$ cat config.mk
export PLATFORM = sky130hd
export DESIGN_NAME = seq_compare
export DESIGN_NICKNAME = d
export VERILOG_FILES = /design/src/rtl/seq_compare.sv
export SDC_FILE = /design/constraint.sdc
export NUM_CORES = 1
export LEC_CHECK = 0
export CAP_MARGIN = 20
export CELL_PAD_IN_SITES_DETAIL_PLACEMENT = 1
export CELL_PAD_IN_SITES_GLOBAL_PLACEMENT = 2
export CORE_UTILIZATION = 27
export DETAILED_ROUTE_END_ITERATION = 10
export GPL_TIMING_DRIVEN = 1
export PLACE_DENSITY_LB_ADDON = 0.1
export SETUP_SLACK_MARGIN = 0.1
export SYNTH_ARGS = -nofsm -noshare
export SYNTH_HDL_FRONTEND = slang
export SYNTH_SLANG_ARGS = --single-unit
$ cat constraint.sdc
create_clock -name clk -period 1.8 [get_ports clk]
set_clock_uncertainty 0.1 [all_clocks]
set_input_delay 0.18 -clock clk [delete_from_list [all_inputs] [get_ports clk]]
set_output_delay 0.18 -clock clk [all_outputs]
set_load 0.01 [all_outputs]
$ cat src/rtl/seq_compare.sv
// Multi-cycle comparator: walks A and B CHUNK bits per cycle from the MSB chunk down,
// producing eq/lt/result for EQ, NE, signed and unsigned ordering ops.
module seq_compare #(
    parameter int WIDTH      = 32,
    parameter int CHUNK      = 8,
    parameter int EARLY_EXIT = 0
) (
    input  logic             clk,
    input  logic             rst,
    input  logic             start,
    input  logic [WIDTH-1:0] a,
    input  logic [WIDTH-1:0] b,
    input  logic [2:0]       op,
    output logic             busy,
    output logic             done,
    output logic             result,
    output logic             eq,
    output logic             lt
);

    // state  | meaning
    // S_IDLE | waiting for start
    // S_BUSY | one chunk compared per cycle, MSB chunk first
    // S_DONE | one-cycle done pulse; outputs freshly updated; start accepted here too

    localparam int N     = WIDTH / CHUNK;
    localparam int CNT_W = (N > 1) ? $clog2(N) : 1;
    localparam logic [WIDTH-1:0] MSB_MASK = WIDTH'(1) << (WIDTH - 1);
    localparam logic [CNT_W-1:0] CNT_INIT = CNT_W'(N - 1);

    localparam logic [2:0] OP_EQ  = 3'b000;
    localparam logic [2:0] OP_NE  = 3'b001;
    localparam logic [2:0] OP_LT  = 3'b010;
    localparam logic [2:0] OP_GE  = 3'b011;
    localparam logic [2:0] OP_LTU = 3'b100;
    localparam logic [2:0] OP_GEU = 3'b101;

    typedef enum logic [1:0] {
        S_IDLE = 2'd0,
        S_BUSY = 2'd1,
        S_DONE = 2'd2
    } state_t;

    state_t             state_q;
    state_t             state_d;
    logic [WIDTH-1:0]   a_sh;
    logic [WIDTH-1:0]   b_sh;
    logic [2:0]         op_q;
    logic [CNT_W-1:0]   cnt_q;
    logic               decided_q;
    logic               lt_q;
    logic               result_q;
    logic               eq_q;
    logic               lt_out_q;

    logic [CHUNK-1:0]   chunk_a;
    logic [CHUNK-1:0]   chunk_b;
    logic               chunk_diff;
    logic               decide_now;
    logic               decided_nx;
    logic               lt_nx;
    logic               finish;
    logic               accept;
    logic               signed_op;
    logic               result_nx;

    function automatic logic outcome(input logic [2:0] o, input logic e, input logic l);
        logic r;
        r = 1'b0;
        case (o)
            OP_EQ:          r = e;
            OP_NE:          r = ~e;
            OP_LT, OP_LTU:  r = l;
            OP_GE, OP_GEU:  r = ~l;
            default:        r = 1'b0;
        endcase
        return r;
    endfunction

    // Operands are shifted left each cycle so the chunk under test is always the top one.
    always_comb begin
        chunk_a    = a_sh[WIDTH-1 -: CHUNK];
        chunk_b    = b_sh[WIDTH-1 -: CHUNK];
        chunk_diff = (chunk_a != chunk_b);
        decide_now = ~decided_q & chunk_diff;
        decided_nx = decided_q | chunk_diff;
        lt_nx      = decide_now ? (chunk_a < chunk_b) : lt_q;
        finish     = (cnt_q == '0) || ((EARLY_EXIT != 0) && decide_now);
        accept     = start && (state_q != S_BUSY);
        signed_op  = (op[2:1] == 2'b01);
        result_nx  = outcome(op_q, ~decided_nx, lt_nx);
    end

    always_comb begin
        state_d = state_q;
        case (state_q)
            S_IDLE:  if (accept) state_d = S_BUSY;
            S_BUSY:  if (finish) state_d = S_DONE;
            S_DONE:  state_d = accept ? S_BUSY : S_IDLE;
            default: state_d = S_IDLE;
        endcase
    end

    always_ff @(posedge clk) begin
        if (rst) begin
            state_q   <= S_IDLE;
            a_sh      <= '0;
            b_sh      <= '0;
            op_q      <= '0;
            cnt_q     <= '0;
            decided_q <= 1'b0;
            lt_q      <= 1'b0;
            result_q  <= 1'b0;
            eq_q      <= 1'b0;
            lt_out_q  <= 1'b0;
        end else begin
            state_q <= state_d;
            if (accept) begin
                // Flipping the sign bit maps two's complement order onto unsigned order.
                a_sh      <= signed_op ? (a ^ MSB_MASK) : a;
                b_sh      <= signed_op ? (b ^ MSB_MASK) : b;
                op_q      <= op;
                cnt_q     <= CNT_INIT;
                decided_q <= 1'b0;
                lt_q      <= 1'b0;
            end else if (state_q == S_BUSY) begin
                a_sh      <= a_sh << CHUNK;
                b_sh      <= b_sh << CHUNK;
                cnt_q     <= cnt_q - 1'b1;
                decided_q <= decided_nx;
                lt_q      <= lt_nx;
                if (finish) begin
                    eq_q     <= ~decided_nx;
                    lt_out_q <= lt_nx;
                    result_q <= result_nx;
                end
            end
        end
    end

    assign busy   = (state_q == S_BUSY);
    assign done   = (state_q == S_DONE);
    assign result = result_q;
    assign eq     = eq_q;
    assign lt     = lt_out_q;

endmodule

Yosys cells after proc, flatten, opt, wreduce, memory -nomap -nowiden
Index checks and enable logic that the tools add are counted.
- input bits: 70
- register bits after elaboration: 76
- output and inout port bits: 5
- word-level logic and storage cells: 56
- reduce and logical (&&, ||, !) cells: 10
- eq/ne operators: 12
- magnitude comparators: 1
- bitwise logic cells: 8
- add/subtract/negate cells: 1
- mux-type cells: 14
- operator list (cell ; number):
    $mux 32 ; 6
    $lt 8x8->1 ; 1
    $mux 2 ; 4
    $ne 8x8->1 ; 1
    $eq 3x2->1 const B ; 2
    $eq 3x3->1 const B ; 2
    $not 1->1 ; 6
    $pmux 2 s3 ; 1
    $reduce_or 2->1 ; 3
    $eq 2x1->1 const B ; 2
    $logic_not 2->1 ; 2
    $ne 2x1->1 const B ; 2
    $pmux 1 s4 ; 1
    $eq 3x1->1 const B ; 1
    $logic_not 3->1 ; 1
    $reduce_and 3->1 ; 1
    $eq 2x2->1 const B ; 1
    $mux 1 ; 2
    $ne 2x2->1 const B ; 1
    $reduce_and 2->1 ; 1
    $reduce_bool 2->1 ; 1
    $sub 2x1->2 const B ; 1
    $and 1x1->1 ; 1
    $logic_and 1x1->1 ; 1
    $or 1x1->1 ; 1

Depth between registers and ports, before layout
Gate-level depths: netlist (run 1).
- word-level depth: 5
- mapped depth: 8
- gate-level depth less buffers: 8

Worst setup path after synthesis (run 1)
No wires, ideal clock.
- kind: register -> register
- start: register b_sh[25]
- end: register result_q, in the netlist result
- stages on the path, launching flop included: 9
- arrival: 1478 ps
- data required time: 1577 ps
- setup time: 123 ps
- buffers on the path: 0
- setup slack: 99 ps
- clock period less this slack: 1701 ps
- cell sequence: dfxtp_1 inv_1 ha_1 nor2b_1 o211ai_1 a21oi_1 nor4_2 or3_1 nand3_1
- word-level cells in the longest chain between the ends: 5
- elaborated cells between the ends (all ways): 8
- those cells by class: 1 x order compare; 1 x eq/ne; 2 x mux; 4 x bitwise
- ends and longest elaborated chain (element ; RTL line ; RTL):
    start, declared ; 47 ; logic [WIDTH-1:0] b_sh;
    start signal, assigned ; 121 ; b_sh <= signed_op ? (b ^ MSB_MASK) : b;
    start signal, assigned ; 128 ; b_sh <= b_sh << CHUNK;
    branches (longest 4 deep; another with $lt 8x8->1) ; n/a ;
    $pmux 1 s4 * ; 70 ; case (o)
    end signal, assigned ; 135 ; result_q <= result_nx;
    end, declared ; 52 ; logic result_q;
Mark *: on every way between the ends.
A chain may end at the register's enable or synchronous reset.

Final worst setup path (run 1)
- start: register b_sh[27]
- end: register result_q, in the netlist result
The elaborated chain is that of the path after synthesis.

==> Implementation_results.wiki, run 1 <==
{| class="wikitable"
! Metric !! Value
|-
| Status || complete, but fails checks
|-
| Failing checks || setup timing
|-
| Met1 Use GR || 0.204
|-
| Cell types with the largest area share after synthesis || dfxtp_1 (45%), mux2i_1 (18%), a211oi_1 (11%)
|-
| Die area || 0.0131 mm2
|-
| Maximum root-to-sink buffer count || 2
|-
| Per-instance average area after synthesis || 9.35 um2
|-
| Path class of the lowest-slack min-delay path || in -> reg
|-
| Post-route core utilization || 0.397
|-
| Post-DRT Antenna Nets || 0
|-
| Final setup fails || 1
|-
| Post-synth top flop || dfxtp_1
|-
| Num CTS Buffers || 9
|-
| Fillcell total || about 1400
|-
| Post-route worst setup slack || -0.0129 ns
|-
| Vias per cell || 4.59
|-
| Syn. warnings || 0
|-
| Gr busiest metal || met2
|-
| Worst-margin pin slew || 0.441 ns
|-
| I/O pin count || 75
|-
| Area taken by flip-flops and latches || 0.00154 mm2
|-
| Drt total wl || 9340 um
|-
| Row count || 40
|-
| Maximum clock rate || 552 MHz
|-
| Initial antenna violation count || 0
|-
| Min Clock Period, post-route || approximately 1.8 ns
|-
| Clock tree from TritonCTS || done
|-
| Master cell of the clock root buffer || clkbuf_16
|-
| Post-placement setup slack || -0.0240 ns
|-
| Starting DRC count in detailed routing || 92
|-
| Number of buffer and inverter instances along the worst setup path || 2
|-
| Number of synthesized flops with an enable pin || 0
|-
| Clock H-tree levels || 3
|-
| HPWL after detailed placement || 6410 um
|-
| GRT Residual Overflow || 0
|-
| Unrepaired setup endpoints after global routing || true
|-
| Antenna fix cells || 0
|-
| Area of combinational cells with multiple inputs || 0.00184 mm2
|-
| Power density of the placed cells || about 960 mW/mm2
|-
| Critical-path maximum fanout || 3
|-
| Worst stage delay on the critical path || 0.32 ns
|-
| Post-Syn Area || 0.00341 mm2
|-
| Number of DRC violations after detailed routing || 0
|-
| Global Route met3 Usage || 0.0535
|-
| Number of global-route vias before repair || 2933
|-
| Crit path required time || around 2 ns
|-
| CP endpoint kind || flop
|-
| IO buf count || 74
|-
| Fraction of final layout cells sized beyond drive strength 1 || 0.142
|-
| Sequential element share of the synthesized area || 0.446
|-
| Area of the core region || 0.0122 mm2
|-
| Overall routing resource usage || 0.154
|-
| Arrival @ worst endpoint || ~2 ns
|-
| Clock Sink Count || 76
|-
| Cell with the largest stage delay on the worst path || dfxtp_2
|-
| Final-report hold violation count || 0
|-
| X dimension of the die || 114 um
|-
| Max-Slew Margin vs Limit || 0.706
|-
| Crit path max-delay family || simple AND/OR/NAND/NOR gates
|-
| Area growth syn-to-layout || 41.5%
|-
| Top cell type's share of synthesized area || 0.446
|-
| Wire length of the first global-routing pass || 15400 um
|-
| Routed vias || 2807
|-
| Number of synthesized register bits || 76
|-
| Crit share post-route || 1.01
|-
| Crit-path cells || inv_1 -> ha_4 -> nand4_1 -> buf_4 -> nor3_4 -> xnor2_1 -> o31ai_1 -> nand2_1 -> nand3_1
|-
| Clk_lat worst skew || 0.33 ns
|-
| Final max-slew violation count || 0
|-
| Kind of critical path || reg -> reg
|-
| Post-route non-filler standard cell count || slightly above 600
|-
| FFs w/ async S/R, synth || 0
|-
| Met2 GRT Util || 0.240
|-
| Maximum number of pins on one net before global-route repair || 54
|-
| Max-cap violations || 0
|-
| Leakage component of the power || 2.01 nW
|-
| Startpoint class of the critical path || flop
|-
| Detailed-route wire length per cell || 15.3 um
|-
| Clk pin slew, worst setup/hold paths || 0.06 ns
|-
| Die height || 114 um
|-
| Number of unique standard cell types used by synthesis || 34
|-
| DR pass1 iterations || 4
|-
| Total instance count after detailed placement || just under 600
|-
| Post-synth top area cell || dfxtp_1
|-
| Final hold slack || 0.135 ns
|-
| Initial cell density of the core || 0.281
|-
| IR Drop Worst-Case VDD || 0.503 mV
|-
| Synth Instances || 365
|-
| RePlAce Congestion || 0.727
|-
| Syn_nets || roughly 440
|-
| Final Net Count || between 500 and 600
|}
## kinds of logic after synthesis
| family | after synthesis | synth area share |
|---|---|---|
| AND/OR/NAND/NOR | 100 | 0.129 |
| flip-flops | 76 | 0.446 |
| adder cells (fa/ha/maj) | 9 | 0.0330 |
| buffers and inverters | 41 | 0.0488 |
| XOR/XNOR | 4 | 0.0103 |
| AO/OA/AOI/OAI | 72 | 0.148 |
| multiplexers | 63 | 0.185 |
## cell usage in the layout (no fill, tap or decap), types with 2 or more instances in the layout
master	instances
a211oi_1	50
a21oi_1	12
a21oi_2	2
buf_12	3
buf_4	14
clkbuf_16	9
clkbuf_8	2
clkdlybuf4s50_1	70
clkinv_2	2
dfxtp_1	66
dfxtp_2	9
dlygate4sd2_1	2
ha_1	3
ha_4	6
inv_1	8
inv_2	5
mux2i_1	63
nand2_1	8
nand3_1	5
nand4_1	2
nor2_1	72
nor3_1	2
xnor2_1	3
## per-stage QoR
stage	instance area [um2]	TNS, ns	power (mW)
floorplan	3410	0	2.40
global placement	4370	0	2.73
detailed placement	4370	-0.0240	2.74
CTS	4750	-0.00974	4.68
global route	4830	-0.271	4.91
finish	4830	-0.0129	4.65
## synth_stat cells, types with 5 or more instances
cell,number
dfxtp_1,76
nor2_1,73
mux2i_1,63
a211oi_1,50
a21oi_1,13
inv_1,12
clkbuf_1,11
buf_2,10
ha_1,9
nand2_1,8
buf_1,7
nand3_1,5
## routing by layer
layer	up-vias	routed length [um]
met3	6	434
met1	1310	4710
li1	1439	-
met5	-	0
met2	52	4130
met4	0	68
## path summary, 6_finish.rpt
check	slack, ns	depth (start not counted)	to	startpoint
max	-0.01	9	result	b_sh[27]
min	0.14	4	result	rst
max reg2reg	-0.01	9	result	b_sh[27]
min reg2reg	0.37	2	lt	lt
## sequential cells by signal, indices dropped and copies added, names as in the netlist
register / flops
cnt_q: 2
op_q: 3
eq: 1
b_sh: 32
lt: 1
a_sh: 32
lt_q: 1
state_q: 2
result: 1
decided_q: 1
## worst register-to-register path: stages, from the launching register on
cell	delay (ns)
dfxtp_2	0.32
inv_1	0.06
ha_4	0.28
nand4_1	0.12
buf_4	0.18
nor3_4	0.17
xnor2_1	0.10
o31ai_1	0.28
nand2_1	0.09
nand3_1	0.07
## cell type report
class	instances	area share
inverters	13	0.0101
flip-flops and latches	76	0.318
well taps	168	0.0435
clock inverters	4	0.00984
repair buffers	90	0.184
clock buffers	12	0.0531
multi-input cells	248	0.381
## power breakdown
group	leakage, nW	total [mW]	switching [mW]	internal, mW
Clock	0.149	1.84	0.699	1.14
Combinational	1.23	0.864	0.406	0.458
Sequential	0.631	1.94	0.103	1.84
## repair_timing
item	4_1_cts	5_1_grt
pin swaps	10	10
cloned	0	0
setup endpoints to repair	5	4
buffers inserted	3	3
gates resized for setup	16	13
hold buffers	0	0
(Power assumes the default switching activity.)
==> inputs of run 2 (changes only) <==
--- a/config.mk
+++ b/config.mk
@@ -11,6 +11,7 @@
 export CORE_UTILIZATION = 27
 export DETAILED_ROUTE_END_ITERATION = 10
 export GPL_TIMING_DRIVEN = 1
+export HOLD_SLACK_MARGIN = 0.12
 export PLACE_DENSITY_LB_ADDON = 0.1
 export SETUP_SLACK_MARGIN = 0.1
 export SYNTH_ARGS = -nofsm -noshare
==> results of run 2 <==
Final layout, timing and power as in run 1 (identical DEF).
